File: config.mk
export PLATFORM = sky130hd
export DESIGN_NAME = sync_fifo_flags
export DESIGN_NICKNAME = d
export VERILOG_FILES = /design/src/rtl/fifo_pkg.sv /design/src/rtl/fifo_ram.sv /design/src/rtl/sync_fifo_flags.sv
export SDC_FILE = /design/constraint.sdc
export NUM_CORES = 1
export LEC_CHECK = 0
export ABC_AREA = 1
export CAP_MARGIN = 20
export CORE_ASPECT_RATIO = 1.2
export CORE_MARGIN = 2
export CORE_UTILIZATION = 40
export CTS_CLUSTER_DIAMETER = 60
export DETAILED_ROUTE_END_ITERATION = 8
export DONT_BUFFER_PORTS = 1
export RECOVER_POWER = 50
export SLEW_MARGIN = 30
export SYNTH_ARGS = -nofsm -noshare
export SYNTH_HDL_FRONTEND = slang
export SYNTH_SLANG_ARGS = --single-unit
File: constraint.sdc
create_clock -name clk -period 3.75 [get_ports clk]
set_clock_uncertainty 0.2 [all_clocks]
set_input_delay 1.125 -clock clk [delete_from_list [all_inputs] [get_ports clk]]
set_output_delay 1.125 -clock clk [all_outputs]
set_load 0.05 [all_outputs]
File: src/rtl/fifo_pkg.sv
// Shared definitions for the synchronous FIFO family: read-mode encoding and
// pointer sizing helper.
package fifo_pkg;

  typedef enum logic {
    FIFO_MODE_STD  = 1'b0,
    FIFO_MODE_FWFT = 1'b1
  } fifo_mode_e;

  function automatic int ptr_width(input int depth);
    return (depth < 2) ? 1 : $clog2(depth);
  endfunction

endpackage

File: src/rtl/fifo_ram.sv
// DEPTH x DWIDTH register array: one synchronous write port and one
// asynchronous read port.
module fifo_ram
  import fifo_pkg::*;
#(
  parameter int DEPTH  = 8,
  parameter int DWIDTH = 16
) (
  input  logic                         clk,
  input  logic                         i_wr_en,
  input  logic [ptr_width(DEPTH)-1:0]  i_wr_addr,
  input  logic [DWIDTH-1:0]            i_wr_data,
  input  logic [ptr_width(DEPTH)-1:0]  i_rd_addr,
  output logic [DWIDTH-1:0]            o_rd_data
);

  logic [DWIDTH-1:0] r_mem [DEPTH];

  // Contents are intentionally not reset.
  always_ff @(posedge clk) begin
    if (i_wr_en) begin
      r_mem[i_wr_addr] <= i_wr_data;
    end
  end

  assign o_rd_data = r_mem[i_rd_addr];

endmodule

File: src/rtl/sync_fifo_flags.sv
// Single-clock FIFO with occupancy count, programmable almost flags, error
// pulses and selectable standard / first-word-fall-through read mode.
module sync_fifo_flags
  import fifo_pkg::*;
#(
  parameter int DEPTH    = 8,
  parameter int DWIDTH   = 16,
  parameter int AF_LEVEL = DEPTH - 2,
  parameter int AE_LEVEL = 2,
  parameter int FWFT     = 0
) (
  input  logic                        clk,
  input  logic                        rst,
  input  logic                        wr_en,
  input  logic [DWIDTH-1:0]           din,
  input  logic                        rd_en,
  output logic [DWIDTH-1:0]           dout,
  output logic                        dout_valid,
  output logic                        empty,
  output logic                        full,
  output logic                        almost_empty,
  output logic                        almost_full,
  output logic [ptr_width(DEPTH):0]   count,
  output logic                        wr_err,
  output logic                        rd_err
);

  localparam int PW = ptr_width(DEPTH);
  localparam int CW = PW + 1;
  localparam logic [CW-1:0] FULL_CNT = CW'(DEPTH);
  localparam logic [CW-1:0] AF_CNT   = CW'(AF_LEVEL);
  localparam logic [CW-1:0] AE_CNT   = CW'(AE_LEVEL);
  localparam bit            FWFT_ON  = (FWFT == int'(FIFO_MODE_FWFT));

  if (DEPTH < 2 || (DEPTH & (DEPTH - 1)) != 0) begin : g_bad_depth
    $error("sync_fifo_flags: DEPTH must be a power of 2 and >= 2");
  end
  if (AF_LEVEL < 1 || AF_LEVEL > DEPTH) begin : g_bad_af
    $error("sync_fifo_flags: AF_LEVEL must be in 1..DEPTH");
  end
  if (AE_LEVEL < 0 || AE_LEVEL > DEPTH - 1) begin : g_bad_ae
    $error("sync_fifo_flags: AE_LEVEL must be in 0..DEPTH-1");
  end
  if (FWFT != int'(FIFO_MODE_STD) && FWFT != int'(FIFO_MODE_FWFT)) begin : g_bad_mode
    $error("sync_fifo_flags: FWFT must be 0 or 1");
  end

  logic [PW-1:0]     r_wr_ptr;
  logic [PW-1:0]     r_rd_ptr;
  logic [CW-1:0]     r_count;
  logic [DWIDTH-1:0] r_dout;
  logic              r_dout_valid;
  logic              r_wr_err;
  logic              r_rd_err;

  logic              w_empty;
  logic              w_full;
  logic              w_rd_ok;
  logic              w_wr_ok;
  logic              w_ram_we;
  logic [DWIDTH-1:0] w_ram_rd;

  assign w_empty = (r_count == '0);
  assign w_full  = (r_count == FULL_CNT);
  assign w_rd_ok = rd_en & ~w_empty;
  // A write into a full FIFO is legal when the head is popped on the same edge.
  assign w_wr_ok = wr_en & (~w_full | w_rd_ok);
  assign w_ram_we = w_wr_ok & ~rst;

  fifo_ram #(
    .DEPTH  (DEPTH),
    .DWIDTH (DWIDTH)
  ) u_ram (
    .clk       (clk),
    .i_wr_en   (w_ram_we),
    .i_wr_addr (r_wr_ptr),
    .i_wr_data (din),
    .i_rd_addr (r_rd_ptr),
    .o_rd_data (w_ram_rd)
  );

  always_ff @(posedge clk) begin
    if (rst) begin
      r_wr_ptr     <= '0;
      r_rd_ptr     <= '0;
      r_count      <= '0;
      r_dout       <= '0;
      r_dout_valid <= 1'b0;
      r_wr_err     <= 1'b0;
      r_rd_err     <= 1'b0;
    end else begin
      if (w_wr_ok) begin
        r_wr_ptr <= r_wr_ptr + PW'(1);
      end
      if (w_rd_ok) begin
        r_rd_ptr <= r_rd_ptr + PW'(1);
        r_dout   <= w_ram_rd;
      end
      case ({w_wr_ok, w_rd_ok})
        2'b10:   r_count <= r_count + CW'(1);
        2'b01:   r_count <= r_count - CW'(1);
        default: r_count <= r_count;
      endcase
      r_dout_valid <= w_rd_ok;
      r_wr_err     <= wr_en & ~w_wr_ok;
      r_rd_err     <= rd_en & ~w_rd_ok;
    end
  end

  always_comb begin
    dout       = r_dout;
    dout_valid = r_dout_valid;
    if (FWFT_ON) begin
      dout       = w_empty ? '0 : w_ram_rd;
      dout_valid = ~w_empty;
    end
  end

  assign empty        = w_empty;
  assign full         = w_full;
  assign almost_empty = (r_count <= AE_CNT);
  assign almost_full  = (r_count >= AF_CNT);
  assign count        = r_count;
  assign wr_err       = r_wr_err;
  assign rd_err       = r_rd_err;

endmodule

==> out/results.ini, run 1 <==
[outcome]
outcome = finished clean

[placed_design]
port_buffers = 0
post-place-ws_ps = 854
placedCellCount = 811
placed_cell_area_mm2 = 0.00672
dp_hpwl_um = 8300
globalplace.congestion = 0.780

[synthesis]
yosys_warnings = 0
synth.distinct_cells = 30
synth_seq_cells = 157
synth_fp_nets = 637
syn_area_per_cell_um2 = 10.7
netlist_instances = 612
synth-seq-area-share = 0.677
syn_area_mm2 = 0.00653

[power]
leakagePower_uw = 0.00281
pwr_density_cell_mw_per_mm2 = 686
sw_frac_of_total = 0.338
p_int_uw = 3310
clkPwrFrac = 0.337
p_seq_frac = 0.460
combPwrFrac = 0.203
ir_drop_uv = 355
p_sw_uw = 1690

[worst_setup_path]
endpoint_kind = output pin
setup.worst_path.class = flip-flop to output pin
rr_startpoint = count[3]
critPathArrivalTime_ps = 1820
worst_setup_path_start_kind = flip-flop
r2r-end = count[3]
cp_max_fo = 7
worstPathRequired_ps = 2420
reg2regPathDepth = 13
ff2ff_setup_slack_ps = 970

[clock_network]
cts_sinks = 157
postCtsHoldBufs = 0
root_buffer = clkbuf_16
post_cts.repair.setup_buffers = 0
clk_path_buf_depth = 2
cts_tree = done
ctsResizeCount = 0
worstSkewPairLatency_ps = 420
cts-buffers-inserted = 17
ctsHtreeMaxLevel = 4
cts.reportedPaths.clkPinSlew_ps = 60

[global_route]
antenna_found_initial = 0
grt_pass1_vias = 4084
grt_overflow = 0
grt_pass1_wl_um = 21500
grt_max_degree = 67
grt_usage = 0.167

[die]
die_h_um = 144
rows = 51
start_util = 0.406
dieWidth_um = 121
pin_count = 47
dieArea_mm2 = 0.0174
core-area_mm2 = 0.0161

[routing]
drc = 0
wl_per_cell_um = 16.4
avgViaCountPerCell = 4.93
num_vias = 4148
ant_nets = 0
dr.pass1.iters = 5
wl_um = 13800
drt-initial-drc-count = 282

[timing]
worst_slew_pin_slew_ps = 736
fin_crit_sh = 0.838
clock.fmax_ghz = 0.318
fin_crit_ps = 3140
rsz0062_at_grt = false
holdWs_ps = 341
worst_slack_ps = 609
tns_ps = 0
timing.final.max_slew_violations = 0
max-slew-margin-rel = 0.509
hold_viol = 0
finalSetupViolCount = 0

[min_path]
whs_path_depth = 2
min-delay-start = r_wr_ptr[2]
min_path_type = flip-flop to flip-flop
worstHoldEndpoint = r_wr_ptr[2]

[final_layout]
seqCellArea_mm2 = 0.00443
multi_input_area_mm2 = 0.00169
finalInstanceArea_mm2 = 0.00728
layout_common_cells = nand2_1 (188), edfxtp_1 (128), nand3_1 (71)
fin_cells = 841
num-nets-final = 643
final_common_cell = nand2_1
diodes = 0
drive_gt1_frac = 0.0827
area_growth_pct = 11.5
fill_cells = 1488

[flow_run]
max_cap_violations = 0

-- logic make-up after synthesis --
logic type	share of synthesized area
simple gates	0.209
flops	0.677
buf+inv	0.0622
compound gates	0.0377
fa+ha+maj	0.0107
xor+xnor	0.00268
-- synth_stat cells, drive strengths merged --
cell type  count  area (um^2)
a21oi         22          121
and3           1         6.26
buf           23          176
clkbuf         5         18.8
clkinv         2         7.51
dfxtp         29          581
edfxtp       128         3840
fa             1         20.0
ha             4         50.1
inv           51          204
nand2        191          764
nand3         72          373
nand4          1         6.26
nor2          53          209
nor3           2         10.0
o21ai         25          125
xor2           2         17.5
-- worst max-delay path: stages, from the launching register on --
cell and delay, ps:
dfxtp_1 740, nand3_1 260, inv_1 390
-- state kept, by name (all words and copies together) (netlist names) --
name / flops
count: 4
dout: 16
dout_valid: 1
r_rd_ptr: 3
r_wr_ptr: 3
rd_err: 1
u_ram.r_mem: 128
wr_err: 1
-- layout make-up --
| cell class | instances | share of cell area |
|---|---|---|
| multi-input cells | 374 | 0.232 |
| repair buffers | 15 | 0.0155 |
| clock buffers | 18 | 0.0589 |
| well taps | 212 | 0.0364 |
| clock inverters | 12 | 0.0201 |
| inverters | 53 | 0.0294 |
| flip-flops and latches | 157 | 0.608 |
-- through the flow --
step	util	total power, uW
final	0.453	5000
after global routing	0.453	5240
after CTS	0.454	5050
after detailed placement	0.418	3360
after global placement	0.418	3340
after floorplan	-	3190
-- metal layers --
layer	global-route usage	share of wire
met2	0.276	0.50
met5	0	0
met4	0.0698	0.016
met1	0.206	0.43
met3	0.0461	0.060
-- power by group through the flow --
stage / clock network (uW) / logic [uW] / registers, uW
2_1_floorplan: 0 / 878 / 2310
3_3_place_gp: 0 / 1010 / 2330
3_5_place_dp: 0 / 1030 / 2340
4_1_cts: 1710 / 1030 / 2300
5_1_grt: 1780 / 1150 / 2310
6_report: 1690 / 1020 / 2300
-- worst max path at each step --
stage	startpoint	cells past startpoint	to
after global routing	count[3]	2	full
after detailed placement	rd_en	7	u_ram.r_mem[1][12]
final	count[3]	2	full
after floorplan	rd_en	6	u_ram.r_mem[1][0]
after global placement	rd_en	7	u_ram.r_mem[1][10]
after CTS	count[3]	2	full
Note: power is estimated with default switching activity, not from simulation.
==> run 2, diff against run 1 <==
==> constraint.sdc (replaced) <==
create_clock -name clk -period 3.2 [get_ports clk]
set_clock_uncertainty 0.2 [all_clocks]
set_input_delay 0.96 -clock clk [delete_from_list [all_inputs] [get_ports clk]]
set_output_delay 0.96 -clock clk [all_outputs]
set_load 0.05 [all_outputs]
==> out/results.ini, run 2 (same netlist as run 1, synthesis figures left out) <==
[placed_design]
port_buffers = 0
post-place-ws_ps = 627
dp_hpwl_um = 8830
globalplace.congestion = 0.813

[die]
rows = 51
dieWidth_um = 121
dieArea_mm2 = 0.0174
core-area_mm2 = 0.0161
die_h_um = 144
start_util = 0.406
pin_count = 47

[timing]
timing.final.max_slew_violations = 0
worst_slew_pin_slew_ps = 990
max-slew-margin-rel = 0.340
hold_viol = 0
fin_crit_sh = 0.892
finalSetupViolCount = 0
fin_crit_ps = 2850
clock.fmax_ghz = 0.350
tns_ps = 0
worst_slack_ps = 345
rsz0062_at_grt = false

[routing]
wl_per_cell_um = 16.4
ant_nets = 0
avgViaCountPerCell = 4.90
drc = 0
num_vias = 4177
drt-initial-drc-count = 286
dr.pass1.iters = 4
wl_um = 14000

[final_layout]
num-nets-final = 652
largest_reg_flops = 128
drive_gt1_frac = 0.0953
layout_common_cells = nand2_1 (187), edfxtp_1 (128), nand3_1 (71)
diodes = 0
final_common_cell = nand2_1
fill_cells = 1454
largest_register = u_ram.r_mem
area_growth_pct = 12.9

[clock_network]
worstSkewPairLatency_ps = 410
postCtsHoldBufs = 0
cts_tree = done
post_cts.repair.setup_buffers = 0
cts_sinks = 157
ctsResizeCount = 0
clk_path_buf_depth = 2
root_buffer = clkbuf_16
cts.reportedPaths.clkPinSlew_ps = 60
ctsHtreeMaxLevel = 4
cts-buffers-inserted = 17

[worst_setup_path]
rr_startpoint = r_rd_ptr[1]
worstPathRequired_ps = 2040
cp_max_fo = 5
ff2ff_setup_slack_ps = 400
reg2regPathDepth = 6
setup.worst_path.class = flip-flop to output pin
endpoint_kind = output pin
critPathArrivalTime_ps = 1690
r2r-end = dout[12]
worst_setup_path_start_kind = flip-flop

[min_path]
whs_path_depth = 2
min-delay-start = count[3]
min_path_type = flip-flop to flip-flop
worstHoldEndpoint = wr_err

[power]
ir_drop_uv = 449
leakagePower_uw = 0.00287
p_total_uw = 6020
pwr_density_cell_mw_per_mm2 = 815

[outcome]
outcome = finished clean

[global_route]
grt_overflow = 0
antenna_found_initial = 0
grt_usage = 0.170
grt_max_degree = 42
grt_pass1_vias = 4149
grt_pass1_wl_um = 22000

[flow_run]
max_cap_violations = 0

-- run 2: changes by cell type in the layout (fill, tap and decap cells not counted), moves of 3 or more --
cell	before	now
buf_4	15	20
clkinv_4	0	4
clkinvlp_4	3	0
clkbuf_1	1	4
-- run 2: per-layer routing --
metal,wire [um],GRT usage,vias to the layer above
li1,-,-,2066
met1,5980,0.209,1985
met2,7100,0.280,108
met3,686,0.0402,18
met4,246,0.0838,0
met5,0,0,-
-- run 2: worst max path at each step --
stage | end | cells past startpoint | start
floorplan | u_ram.r_mem[1][0] | 6 | rd_en
global placement | count[3] | 11 | rd_en
detailed placement | count[3] | 11 | rd_en
CTS | almost_empty | 4 | count[3]
global route | dout[11] | 6 | r_rd_ptr[1]
finish | almost_empty | 4 | count[3]
-- run 2: per-stage QoR --
| step | util | instance area [um^2] | std cells | hold slack (ps) |
|---|---|---|---|---|
| 2_1_floorplan | - | 6530 | 612 | 292 |
| 3_3_place_gp | 0.422 | 6790 | 820 | 304 |
| 3_5_place_dp | 0.422 | 6790 | 820 | 302 |
| 4_1_cts | 0.460 | 7400 | 852 | 316 |
| 5_1_grt | 0.459 | 7380 | 852 | 368 |
| 6_report | 0.459 | 7380 | 852 | 316 |
-- run 2: worst max-delay path: stages, from the launching register on --
cell and delay [ps]:
dfxtp_1 320, buf_4 200, nor2_1 270, o21ai_0 140, inv_1 340
-- run 2: report_power, final --
part	switching [uW]	total (uW)	leakage, uW	internal, uW
Combinational	917	1280	0.00117	366
Sequential	307	2640	0.00139	2330
Clock	792	2090	0.000300	1300
-- run 2: layout make-up --
cell class / instances / area (um^2) / share of cell area
clock buffers: 17 / 425 / 0.0576
clock inverters: 15 / 194 / 0.0263
inverters: 53 / 211 / 0.0287
multi-input cells: 374 / 1690 / 0.229
flip-flops and latches: 157 / 4430 / 0.600
well taps: 212 / 265 / 0.0359
repair buffers: 24 / 165 / 0.0224
==> RTL edit: new RTL, config.mk and constraints of run 2 <==
`DWIDTH` is set to 16 in 2 places; all go to 32.
--- a/src/rtl/fifo_ram.sv
+++ b/src/rtl/fifo_ram.sv
@@ -4,7 +4,7 @@
   import fifo_pkg::*;
 #(
   parameter int DEPTH  = 8,
-  parameter int DWIDTH = 16
+  parameter int DWIDTH = 32
 ) (
   input  logic                         clk,
   input  logic                         i_wr_en,
--- a/src/rtl/sync_fifo_flags.sv
+++ b/src/rtl/sync_fifo_flags.sv
@@ -4,7 +4,7 @@
   import fifo_pkg::*;
 #(
   parameter int DEPTH    = 8,
-  parameter int DWIDTH   = 16,
+  parameter int DWIDTH   = 32,
   parameter int AF_LEVEL = DEPTH - 2,
   parameter int AE_LEVEL = 2,
   parameter int FWFT     = 0
Interface: changed (resized din and dout); port bits go from 47 to 79. No check against the original RTL was run, so the function may have changed too.
==> RTL edit against run 2 <==
Sequential share of layout area grew 4.1 points; register-to-register slack gained 130 ps; clock power grew 62%; fmax shrank 4.5%; total power grew 73%; cell area grew 82%; wire length grew 67%; utilization shrank 0.45 points; worst setup slack lost 140 ps; synthesized area grew 83%; sequential power grew 98%; sequential cell count grew 144; non-clock buffer count grew 7; largest power group unchanged.
==> RTL edit: results (changes against run 2) <==
GP Congestion = 0.763 (-6.2%)
Slowest cell on crit path = dfxtp_1
Worst-Skew Late Latency = 540 ps (+130 ps)
First DRT Iteration DRCs = 489 (+71%)
Vias in the first global route = 6673 (+61%)
Htree depth = 1 (-3)
Xor/xnor cell area share of the yosys netlist = 0.00147 (-0.00121)
HPWL Detailed = 13700 um (+56%)
Compound-Gate Fraction of Synth Area = 0.127 (+0.0888)
Via count = 6983 (+67%)
Commonest cells post-synth = edfxtp_1, inv_1, nand2_1
Total CTS buffers = 29 (+12)
First-pass GRT wire length = 37100 um (+69%)
DP Worst Slack = 369 ps (-258 ps)
Hold/Removal Path Class = in2reg
Status = completed
Distinct cell type count after synthesis = 23 (-23%)
Post-synth EDFFs = 256 (+100%)
Placed Instance Area = 12500 um^2 (+84%)
Largest stage delay, worst path = 740 ps (+400 ps)
Dominant cells by area after synthesis = edfxtp_1, dfxtp_1, inv_1
Drt first pass iters = 5 (+1)
Worst path arrival time = 1830 ps (+140 ps)
Global routing usage on met2 = 0.255 (-0.0254)
Clk pwr = 3.39 mW (+62%)
Post-Route WL = 23400 um (+67%)
Pint = 7.07 mW (+77%)
Adder-Cell Fraction of Synth Area = 0.00587 (-0.00486)
Sequential Power Share = 0.502 (+0.063)
Met1 global-route usage = 0.196 (-0.0128)
Fraction of final layout cells with drive strength greater than 1 = 0.0815 (-0.0139)
Largest net degree at the start of global routing = 90 (+110%)
Clock tree buffer depth = 3 (+1)
Max reg flops = 256 (+100%)
Synthesized area per cell = 12.0 um^2 (+12%)
GR Util met3 = 0.0334 (-0.00677)
Largest fanout on the critical path = 7 (+2)
Register area share after synthesis = 0.719 (+0.0419)
[RTL edit: final timing paths]
path / startpoint / depth (start not counted) / slack (ps) / to
max: count[3] / 2 / 210 / full
min: rst / 1 / 280 / count[2]
max reg2reg: count[3] / 13 / 530 / count[3]
min reg2reg: r_wr_ptr[2] / 2 / 340 / r_wr_ptr[2]
[RTL edit: metal layers]
metal  routed length (um)  part of all wire
met1                10100              0.43
met2                11500              0.49
met3                 1480             0.063
met4                  340             0.015
met5                    0                 0
[RTL edit: final cells by class]
class                      count  area (um^2)
fill                        2669        16100
inverter                     147          552
multi-input combinational    487         2540
tap                          390          488
sequential                   301         8600
clock buffer                  40          797
timing repair buffer          31          288
clock inverter                13          151
[RTL edit: per-stage QoR]
step / util / total power, mW
2_1_floorplan: - / 6.76
3_3_place_gp: 0.423 / 7.13
3_5_place_dp: 0.423 / 7.15
4_1_cts: 0.455 / 10.5
5_1_grt: 0.454 / 11.0
6_report: 0.454 / 10.4
